==> src/rtl/clk_div.sv <==
// clk_div: programmable square-wave clock divider with per-toggle tick pulse.
//   Half-period of clkdiv is upperbound+1 clk cycles; full period 2*(upperbound+1).
//   Optional macro CLK_DIV_UB_LATCH_EN: latch upperbound at each half-period start
//   so that changes only take effect on half-period boundaries.
// Ports:
//   clk         in   1      system clock, rising edge
//   rst_n       in   1      asynchronous active-low reset
//   upperbound  in   WIDTH  half-period minus one, in clk cycles
//   clkdiv      out  1      divided clock (registered)
//   tick        out  1      one-cycle pulse in the cycle clkdiv toggles (registered)
module clk_div #(
    parameter int WIDTH = 32
) (
    input  logic             clk,
    input  logic             rst_n,
    input  logic [WIDTH-1:0] upperbound,
    output logic             clkdiv,
    output logic             tick
);
    logic [WIDTH-1:0] cnt_q, cnt_d, eb;
    logic             clkdiv_q, clkdiv_d, tick_q, tick_d, hit;
`ifdef CLK_DIV_UB_LATCH_EN
    logic [WIDTH-1:0] ub_q, ub_d;
    // A new half-period starts at cnt==0: take the live bound and remember it.
    always_comb begin
        eb   = (cnt_q == '0) ? upperbound : ub_q;
        ub_d = eb;
    end
    always_ff @(posedge clk or negedge rst_n)
        if (!rst_n) ub_q <= '0;
        else        ub_q <= ub_d;
`else
    assign eb = upperbound;
`endif
    // >= rather than == so a bound lowered below cnt ends the half at once.
    always_comb begin
        hit      = cnt_q >= eb;
        cnt_d    = hit ? '0 : cnt_q + 1'b1;
        clkdiv_d = hit ? ~clkdiv_q : clkdiv_q;
        tick_d   = hit;
    end
    always_ff @(posedge clk or negedge rst_n)
        if (!rst_n) begin
            cnt_q    <= '0;
            clkdiv_q <= 1'b0;
            tick_q   <= 1'b0;
        end else begin
            cnt_q    <= cnt_d;
            clkdiv_q <= clkdiv_d;
            tick_q   <= tick_d;
        end
    assign clkdiv = clkdiv_q;
    assign tick   = tick_q;
endmodule

==> config.mk <==
export PLATFORM = sky130hd
export DESIGN_NAME = clk_div
export DESIGN_NICKNAME = d
export VERILOG_FILES = /design/src/rtl/clk_div.sv
export SDC_FILE = /design/constraint.sdc
export NUM_CORES = 1
export LEC_CHECK = 0
export ABC_AREA = 1
export BUFFER_PORTS_ARGS = -buffer_cell sky130_fd_sc_hd__clkbuf_2
export CORE_UTILIZATION = 40
export CTS_BUF_LIST = sky130_fd_sc_hd__clkbuf_16
export CTS_CLUSTER_DIAMETER = 120
export DETAILED_ROUTE_END_ITERATION = 7
export PLACE_DENSITY_LB_ADDON = 0.1
export SYNTH_ARGS = -nofsm -noshare
export SYNTH_HDL_FRONTEND = slang
export SYNTH_SLANG_ARGS = --single-unit
export TNS_END_PERCENT = 50
==> constraint.sdc <==
create_clock -name clk -period 1.5 [get_ports clk]
set_input_delay 0.3 -clock clk [delete_from_list [all_inputs] [get_ports clk]]
set_output_delay 0.3 -clock clk [all_outputs]
set_load 0.01 [all_outputs]
==> results of run 1 <==
[cell usage in the layout (no fill, tap or decap), types with 12 or more instances in the layout]
cell type,n
xor2_1,15
clkbuf_2,35
inv_1,56
nor2_2,15
ha_1,29
nor2_1,51
buf_4,57
nand2_1,84
dfrtp_1,34
nor3_1,12
[cells by family (layout without fill, tap and decap cells)]
kind of cell | count (synthesis) | after routing
compound gates | 24 | 24
buf+inv | 61 | 166
fa+ha+maj | 33 | 33
flops | 34 | 34
xor+xnor | 25 | 25
simple gates | 195 | 195
[through the flow]
step	hold WS, ns	worst slack, ns
finish	0.516	-0.269
floorplan	0.00441	-0.0939
CTS	0.532	-0.254
global route	0.562	-0.381
global placement	0.275	-0.317
detailed placement	0.281	-0.325
[registers in the layout, summed over array words and instances, names as in the netlist]
signal / count
cnt_q: 32
clkdiv: 1
tick: 1
[worst max-delay path: stages (launching register included)]
cell       delay, ns
dfrtp_1         0.39
ha_1            0.30
a21oi_1         0.18
o21a_1          0.15
nand2_1         0.08
a21oi_4         0.20
nand2_8         0.12
clkbuf_16       0.18
nor2_1          0.09
[what timing repair did]
action                                 CTS  global route
setup endpoints to repair               34            34
setup buffers                            0             4
resized for setup                        4            42
pin swaps                                0            14
hold buffers                             1             0
endpoints found under the hold margin   16             0
cloned                                   0             3
[power by group]
group	internal [µW]	total (µW)	switching, µW
combinational	77.0	163	85.9
sequential	920	923	2.95
clock	599	962	363
[final timing paths]
check                            endpoint  startpoint  cells after the start  slack (ns)
min in group clk                 cnt_q[0]    cnt_q[0]                      2        0.56
worst min-delay path             cnt_q[6]       rst_n                      2        0.52
max in group asynchronous       cnt_q[20]       rst_n                      3        0.53
worst max register to register  cnt_q[25]   cnt_q[31]                      8       -0.27
worst min register to register   cnt_q[0]    cnt_q[0]                      2        0.56
worst max-delay path            cnt_q[25]   cnt_q[31]                      8       -0.27
[layer usage]
layer | vias to the layer above | global-route usage [%] | wire length, µm
li1 | 1377 | - | -
met1 | 1163 | 26.5 | 3250
met2 | 37 | 33.1 | 3230
met3 | 7 | 2.67 | 191
met4 | 0 | 4.47 | 65
met5 | - | 0 | 0
[area by class of cell]
class | instances | area, µm² | share of cell area [%]
inverter | 58 | 218 | 5.73
tap | 77 | 96.3 | 2.53
clock buffer | 5 | 125 | 3.29
timing repair buffer | 100 | 741 | 19.5
sequential | 34 | 851 | 22.4
clock inverter | 3 | 12.5 | 0.329
multi-input combinational | 277 | 1760 | 46.2
==> impl_metrics.yaml, run 1 <==
logic_synthesis:
  synthAdderAreaFrac_pct: 15.5
  syn_avg_cell_area_um2: 7.17
  synthSimpleGateAreaFrac_pct: 30.9
  yosysTopAreaCell: "dfrtp_1"
  ys_async_sr_fraction_pct: 100
  synth.area.top_cells: "dfrtp_1 32%, ha_1 15%, nand2_1 13%"
  synth_xor_xnor_area_share_pct: 8.21
  synth.top_cells.by_count: "91 x nand2_1, 66 x nor2_1, 56 x inv_1"
  ys_types: 24
  netlist_instances: 372
  yosysWarnings: 0
  ys_ff_latch: 34
  syn-cell-area_mm2: 0.00267
  synth_top_area_share_pct: 31.9
  synthMuxAreaShare_pct: 0
  ys_seq_area_share_pct: 31.9
  synth_compound_area_share_pct: 4.78
  yosysMostFrequentCell: "nand2_1"
  synth_top_family_by_area: "simple AND/OR/NAND/NOR gates"
  synthFlopType: "dfrtp_1"
  synth_enable_flop_cells: 0
  syn-num-nets: 439
clock_network:
  cts.path.max_buffers: 2
  cts_tree: "done"
  clkTransAtPathRegs_ns: 0.05
  htree_levels: 2
  cts_made_buffers: 5
  clockRootBuffer: "clkbuf_16"
  numClockSinks: 34
  clk_latency_ns: 0.27
die:
  chipWidth_um: 83.7
  die_area_mm2: 0.00700
  coreArea_mm2: 0.00639
  rows: 29
  start_util_pct: 41.8
  io_pins: 36
  die_h_um: 83.7
critical_path:
  worstPathRequired_ns: 1.70
  end_kind: "register"
  cp_max_fo: 6
  path_class: "register to register"
  start_kind: "register"
  cp.arrival_ns: 1.97
cells_and_area:
  fillers: 614
  area_growth_pct: 42.5
  postLayoutCellArea_mm2: 0.00380
  antenna_cells: 0
  stdcell_count: 554
  nets: 543
  drive_above_1_share_pct: 31.2
  final_core_util_pct: 59.5
sta:
  fin_ws_ns: -0.269
  fin_crit_ns: 1.77
  finalCritPeriodShare_pct: 118
  slew_violations: 0
  rsz0062_at_grt: "true"
  finalHoldViolations: 0
  setup_tns_ns: -8.11
  fmax_mhz: 565
  fin_worst_skew_ns: 0.00194
  slew_headroom_pct: 68.5
  finalSetupViolCount: 34
  worst_pin_slew_ns: 0.472
drt:
  drtIter0Drc: 122
  drc: 0
  final_antenna_net_count: 0
  drt_wl_total_mm: 6.74
  vias: 2584
  viasPerCell: 4.66
  dr.pass1.iters: 4
  post_drt_wl_per_cell_um: 12.2
run_status:
  violations: "negative setup slack"
  status: "finished with violations"
pwr:
  p_per_area_mw_per_mm2: 539
  power.leakage_uw: 0.00195
  power_uw: 2050
  ir_drop_mv: 0.532
placement:
  io_buffers: 35
  placed_cells: 538
  place_area_mm2: 0.00338
  dp_hpwl_mm: 5.32
  gp_congestion: 0.866
flow_run:
  drv_cap: 0
global_route:
  grtUsageTotal_pct: 19.5
  grt.overflow.total: 0
  antenna_found_initial: 0
  grt_max_degree: 19
  grt_pass1_vias: 2514
  grt_pass1_wl_mm: 11.0
hold_path:
  hp-class: "input pin to async pin"
No activity file was read; power rests on OpenSTA's default activity.
==> inputs of run 2 (changes only) <==
REMOVE_ABC_BUFFERS = 1   (was default)
==> impl_metrics.yaml, run 2 (same netlist as run 1, synthesis figures left out) <==
critical_path:
  path_class: "register to register"
  cp_slowest_cell: "dfrtp_1"
  end_kind: "register"
  ff2ff_setup_slack_ns: -0.25
  reg2reg_depth: 13
  cp_slowest_stage_delay_ns: 0.38
  cp_num_cells: 13
  cpMostUsedCell: "nand2_1"
  crit_family: "simple AND/OR/NAND/NOR gates"
  crit_buf_inv: 2
  path_cells: "ha_1 > nand2_1 > inv_2 > nand2_1 > nand2_1 > nor2_1 > nand2_1 > nand2_1 > nand2_2 > nand2_2 > nand2_4 > buf_12 > nor2_2"
  cp.arrival_ns: 1.94
  worstPathRequired_ns: 1.70
  cp_max_fo: 16
  start_kind: "register"
sta:
  slew_headroom_pct: 69.6
  fin_crit_ns: 1.75
  fmax_mhz: 573
  fin_ws_ns: -0.246
  slew_violations: 0
  worst_pin_slew_ns: 0.456
  finalCritPeriodShare_pct: 116
  finalHoldViolations: 0
  fin_worst_skew_ns: 0.00495
  finalSetupViolCount: 34
  rsz0062_at_grt: "true"
clock_network:
  cts.path.max_buffers: 2
  clockRootBuffer: "clkbuf_16"
  cts_tree: "done"
  htree_levels: 2
  cts_made_buffers: 5
  clkTransAtPathRegs_ns: 0.05
  clk_latency_ns: 0.27
  numClockSinks: 34
global_route:
  grtUsageTotal_pct: 19.2
  grt_pass1_vias: 2514
  grt.overflow.total: 0
  grt_use_met3_pct: 3.56
  grt_pass1_wl_mm: 10.8
  grt.met2_usage_pct: 33.7
  met1_usage_pct: 24.8
  antenna_found_initial: 0
  grt.busiest_layer: "met2"
  grt_max_degree: 19
cells_and_area:
  nets: 534
  area_growth_pct: 35.4
  largest_reg_flops: 32
  postLayoutCellArea_mm2: 0.00361
  final_cell_mix: "87 x nand2_1, 57 x inv_1, 51 x buf_4"
  seq_area_um2: 851
  fillers: 616
  largest_register: "cnt_q"
  multi_input_area_mm2: 0.00168
  mostFrequentLayoutCell: "nand2_1"
  drive_above_1_share_pct: 28.3
  final_core_util_pct: 56.6
  antenna_cells: 0
die:
  die_h_um: 83.7
  die_area_mm2: 0.00700
  io_pins: 36
  start_util_pct: 41.8
  chipWidth_um: 83.7
  rows: 29
  coreArea_mm2: 0.00639
placement:
  io_buffers: 35
  dp_hpwl_mm: 5.18
  place_area_mm2: 0.00337
  gp_congestion: 0.871
pwr:
  ir_drop_mv: 0.653
  p_per_area_mw_per_mm2: 553
  power.leakage_uw: 0.00187
drt:
  drt_wl_total_mm: 6.05
  post_drt_wl_per_cell_um: 11.1
  dr.pass1.iters: 6
  drtIter0Drc: 69
  final_antenna_net_count: 0
  viasPerCell: 4.62
  drc: 0
  vias: 2515
flow_run:
  drv_cap: 0
run_status:
  violations: "negative setup slack"
  status: "finished with violations"
hold_path:
  hp-class: "input pin to async pin"
[run 2: where the power goes]
| part | total (µW) | internal, µW | switching, µW |
|---|---|---|---|
| Combinational | 155 | 74.1 | 81.1 |
| Sequential | 923 | 921 | 1.96 |
| Clock | 920 | 591 | 329 |
| Total | 2000 | 1590 | 412 |
[run 2: worst paths after layout]
path                       startpoint   endpoint
max reg2reg                  cnt_q[7]   cnt_q[4]
max in group asynchronous       rst_n  cnt_q[12]
min reg2reg                  cnt_q[0]   cnt_q[0]
min                             rst_n   cnt_q[1]
max                          cnt_q[7]   cnt_q[4]
min in group clk             cnt_q[0]   cnt_q[0]
[run 2: final cells by class]
type	count	share of cell area [%]
multi-input cells	277	46.4
flip-flops and latches	34	23.6
repair buffers	91	17.7
inverters	58	6.03
clock buffers	5	3.46
well taps	77	2.67
clock inverters	2	0.208
[run 2: per-layer routing]
metal	vias up	routed length [µm]
met5	-	0
met4	0	42
met3	4	212
met2	30	3010
met1	1123	2780
li1	1358	-
[run 2: per-stage QoR]
stage | hold slack, ns | TNS [ns] | total power [µW] | setup WS (ns) | cells
floorplan | 0.00441 | -7.15 | 1010 | -0.244 | 369
global placement | 0.269 | -8.39 | 1080 | -0.320 | 535
detailed placement | 0.273 | -10.13 | 1090 | -0.338 | 535
CTS | 0.518 | -7.35 | 2030 | -0.238 | 543
global route | 0.561 | -11.69 | 2110 | -0.377 | 544
finish | 0.509 | -7.19 | 2000 | -0.246 | 544
[run 2: repair_timing]
action / in CTS / in global routing
hold buffers: 1 / 0
endpoints found under the setup margin: 34 / 34
hold endpoints to repair: 16 / 0
buffers inserted: 0 / 1
pin swaps: 4 / 0
resized for setup: 9 / 20
==> inputs of run 3 (changes only) <==
clock period = 1.9 ns   (was 1.5 ns; I/O delays follow)
==> impl_metrics.yaml, run 3 (same netlist as run 1, synthesis figures left out) <==
drt:
  final_antenna_net_count: 0
  dr.pass1.iters: 4
  drt_wl_total_mm: 6.02
  drtIter0Drc: 110
  drc: 0
  viasPerCell: 4.75
  post_drt_wl_per_cell_um: 11.9
  vias: 2406
clock_network:
  cts_tree: "done"
  cts_setup_buffers: 0
  clk_latency_ns: 0.28
  htree_levels: 2
  clkTransAtPathRegs_ns: 0.05
  numClockSinks: 34
  clockRootBuffer: "clkbuf_16"
  cts.path.max_buffers: 2
  cts_made_buffers: 5
cells_and_area:
  nets: 497
  area_growth_pct: 22.9
  antenna_cells: 0
  postLayoutCellArea_mm2: 0.00328
  mostFrequentLayoutCell: "nand2_1"
  drive_above_1_share_pct: 17.5
  fillers: 654
  stdcell_count: 506
  largest_register: "cnt_q"
  final_core_util_pct: 51.3
  final_cell_mix: "90 x nand2_1, 64 x nor2_1, 56 x inv_1"
  largest_reg_flops: 32
global_route:
  grt_pass1_wl_mm: 10.2
  antenna_found_initial: 0
  grt_max_degree: 20
  grt.overflow.total: 0
  grt_pass1_vias: 2375
  grtUsageTotal_pct: 18.4
sta:
  slew_headroom_pct: 69.2
  fmax_mhz: 567
  finalCritPeriodShare_pct: 92.8
  fin_crit_ns: 1.76
  worst_pin_slew_ns: 0.462
  fin_worst_skew_ns: 0.00632
  setup_tns_ns: 0
  slew_violations: 0
  finalSetupViolCount: 0
  finalHoldViolations: 0
  rsz0062_at_grt: "false"
die:
  start_util_pct: 41.8
  coreArea_mm2: 0.00639
  die_h_um: 83.7
  io_pins: 36
  rows: 29
  chipWidth_um: 83.7
  die_area_mm2: 0.00700
critical_path:
  end_kind: "register"
  cp_max_fo: 9
  path_class: "register to register"
  cp.arrival_ns: 1.97
  start_kind: "register"
  worstPathRequired_ns: 2.11
placement:
  placed_cells: 499
  gp_congestion: 0.836
  io_buffers: 35
  place_area_mm2: 0.00307
  dp_hpwl_mm: 5.06
pwr:
  ir_drop_mv: 0.517
  p_per_area_mw_per_mm2: 482
  power.leakage_uw: 0.00169
hold_path:
  hp-class: "input pin to async pin"
run_status:
  status: "finished, final reports clean"
flow_run:
  drv_cap: 0
[run 3: timing repair]
item                                    CTS  global route
endpoints found under the setup margin    0            32
hold buffers                              0             0
resized for setup                         0            12
[run 3: worst paths after layout]
path / from / slack (ns) / cells after the start / to
worst min-delay path: rst_n / 0.05 / 1 / cnt_q[4]
worst max register to register: cnt_q[17] / 0.14 / 9 / cnt_q[22]
min in group clk: cnt_q[31] / 0.56 / 2 / cnt_q[31]
worst min register to register: cnt_q[31] / 0.56 / 2 / cnt_q[31]
worst max-delay path: cnt_q[17] / 0.14 / 9 / cnt_q[22]
max in group asynchronous: rst_n / 1.40 / 2 / cnt_q[19]
[run 3: layer usage]
| layer | global-route usage, % | wire, µm |
|---|---|---|
| met1 | 23.2 | 2760 |
| met2 | 32.2 | 2930 |
| met3 | 3.17 | 254 |
| met4 | 4.93 | 76 |
| met5 | 0 | 0 |
[run 3: metrics by stage]
stage	power, µW	setup slack [ns]	hold slack [ns]
4_1_cts	1590	0.0752	0.0652
5_1_grt	1650	0.00427	0.0900
3_5_place_dp	860	0.00852	0.351
6_report	1580	0.137	0.0470
2_1_floorplan	794	0.150	0.0844
3_3_place_gp	855	0.0216	0.351
[run 3: layout make-up]
type                            count  area, µm²  area share, %
Sequential cell                    34        851           26.0
Inverter                           58        218           6.64
Clock buffer                        5        125           3.82
Tap cell                           77       96.3           2.94
Multi-Input combinational cell    277       1620           49.3
Timing Repair Buffer               54        368           11.2
Clock inverter                      1       3.75          0.115
[run 3: critical path, cell delays in order (launching register included)]
cell and delay, ns:
dfrtp_1 0.42, ha_1 0.31, a21oi_1 0.12, o21ai_0 0.09, nand2_1 0.07, nand2_1 0.08
a21oi_2 0.23, nand2_4 0.12, clkbuf_16 0.18, nor2_2 0.10
[run 3: report_power, final]
| part | internal (µW) | switching [µW] |
|---|---|---|
| clock network | 464 | 269 |
| logic | 55.1 | 62.8 |
| registers | 727 | 2.00 |
| total | 1250 | 334 |
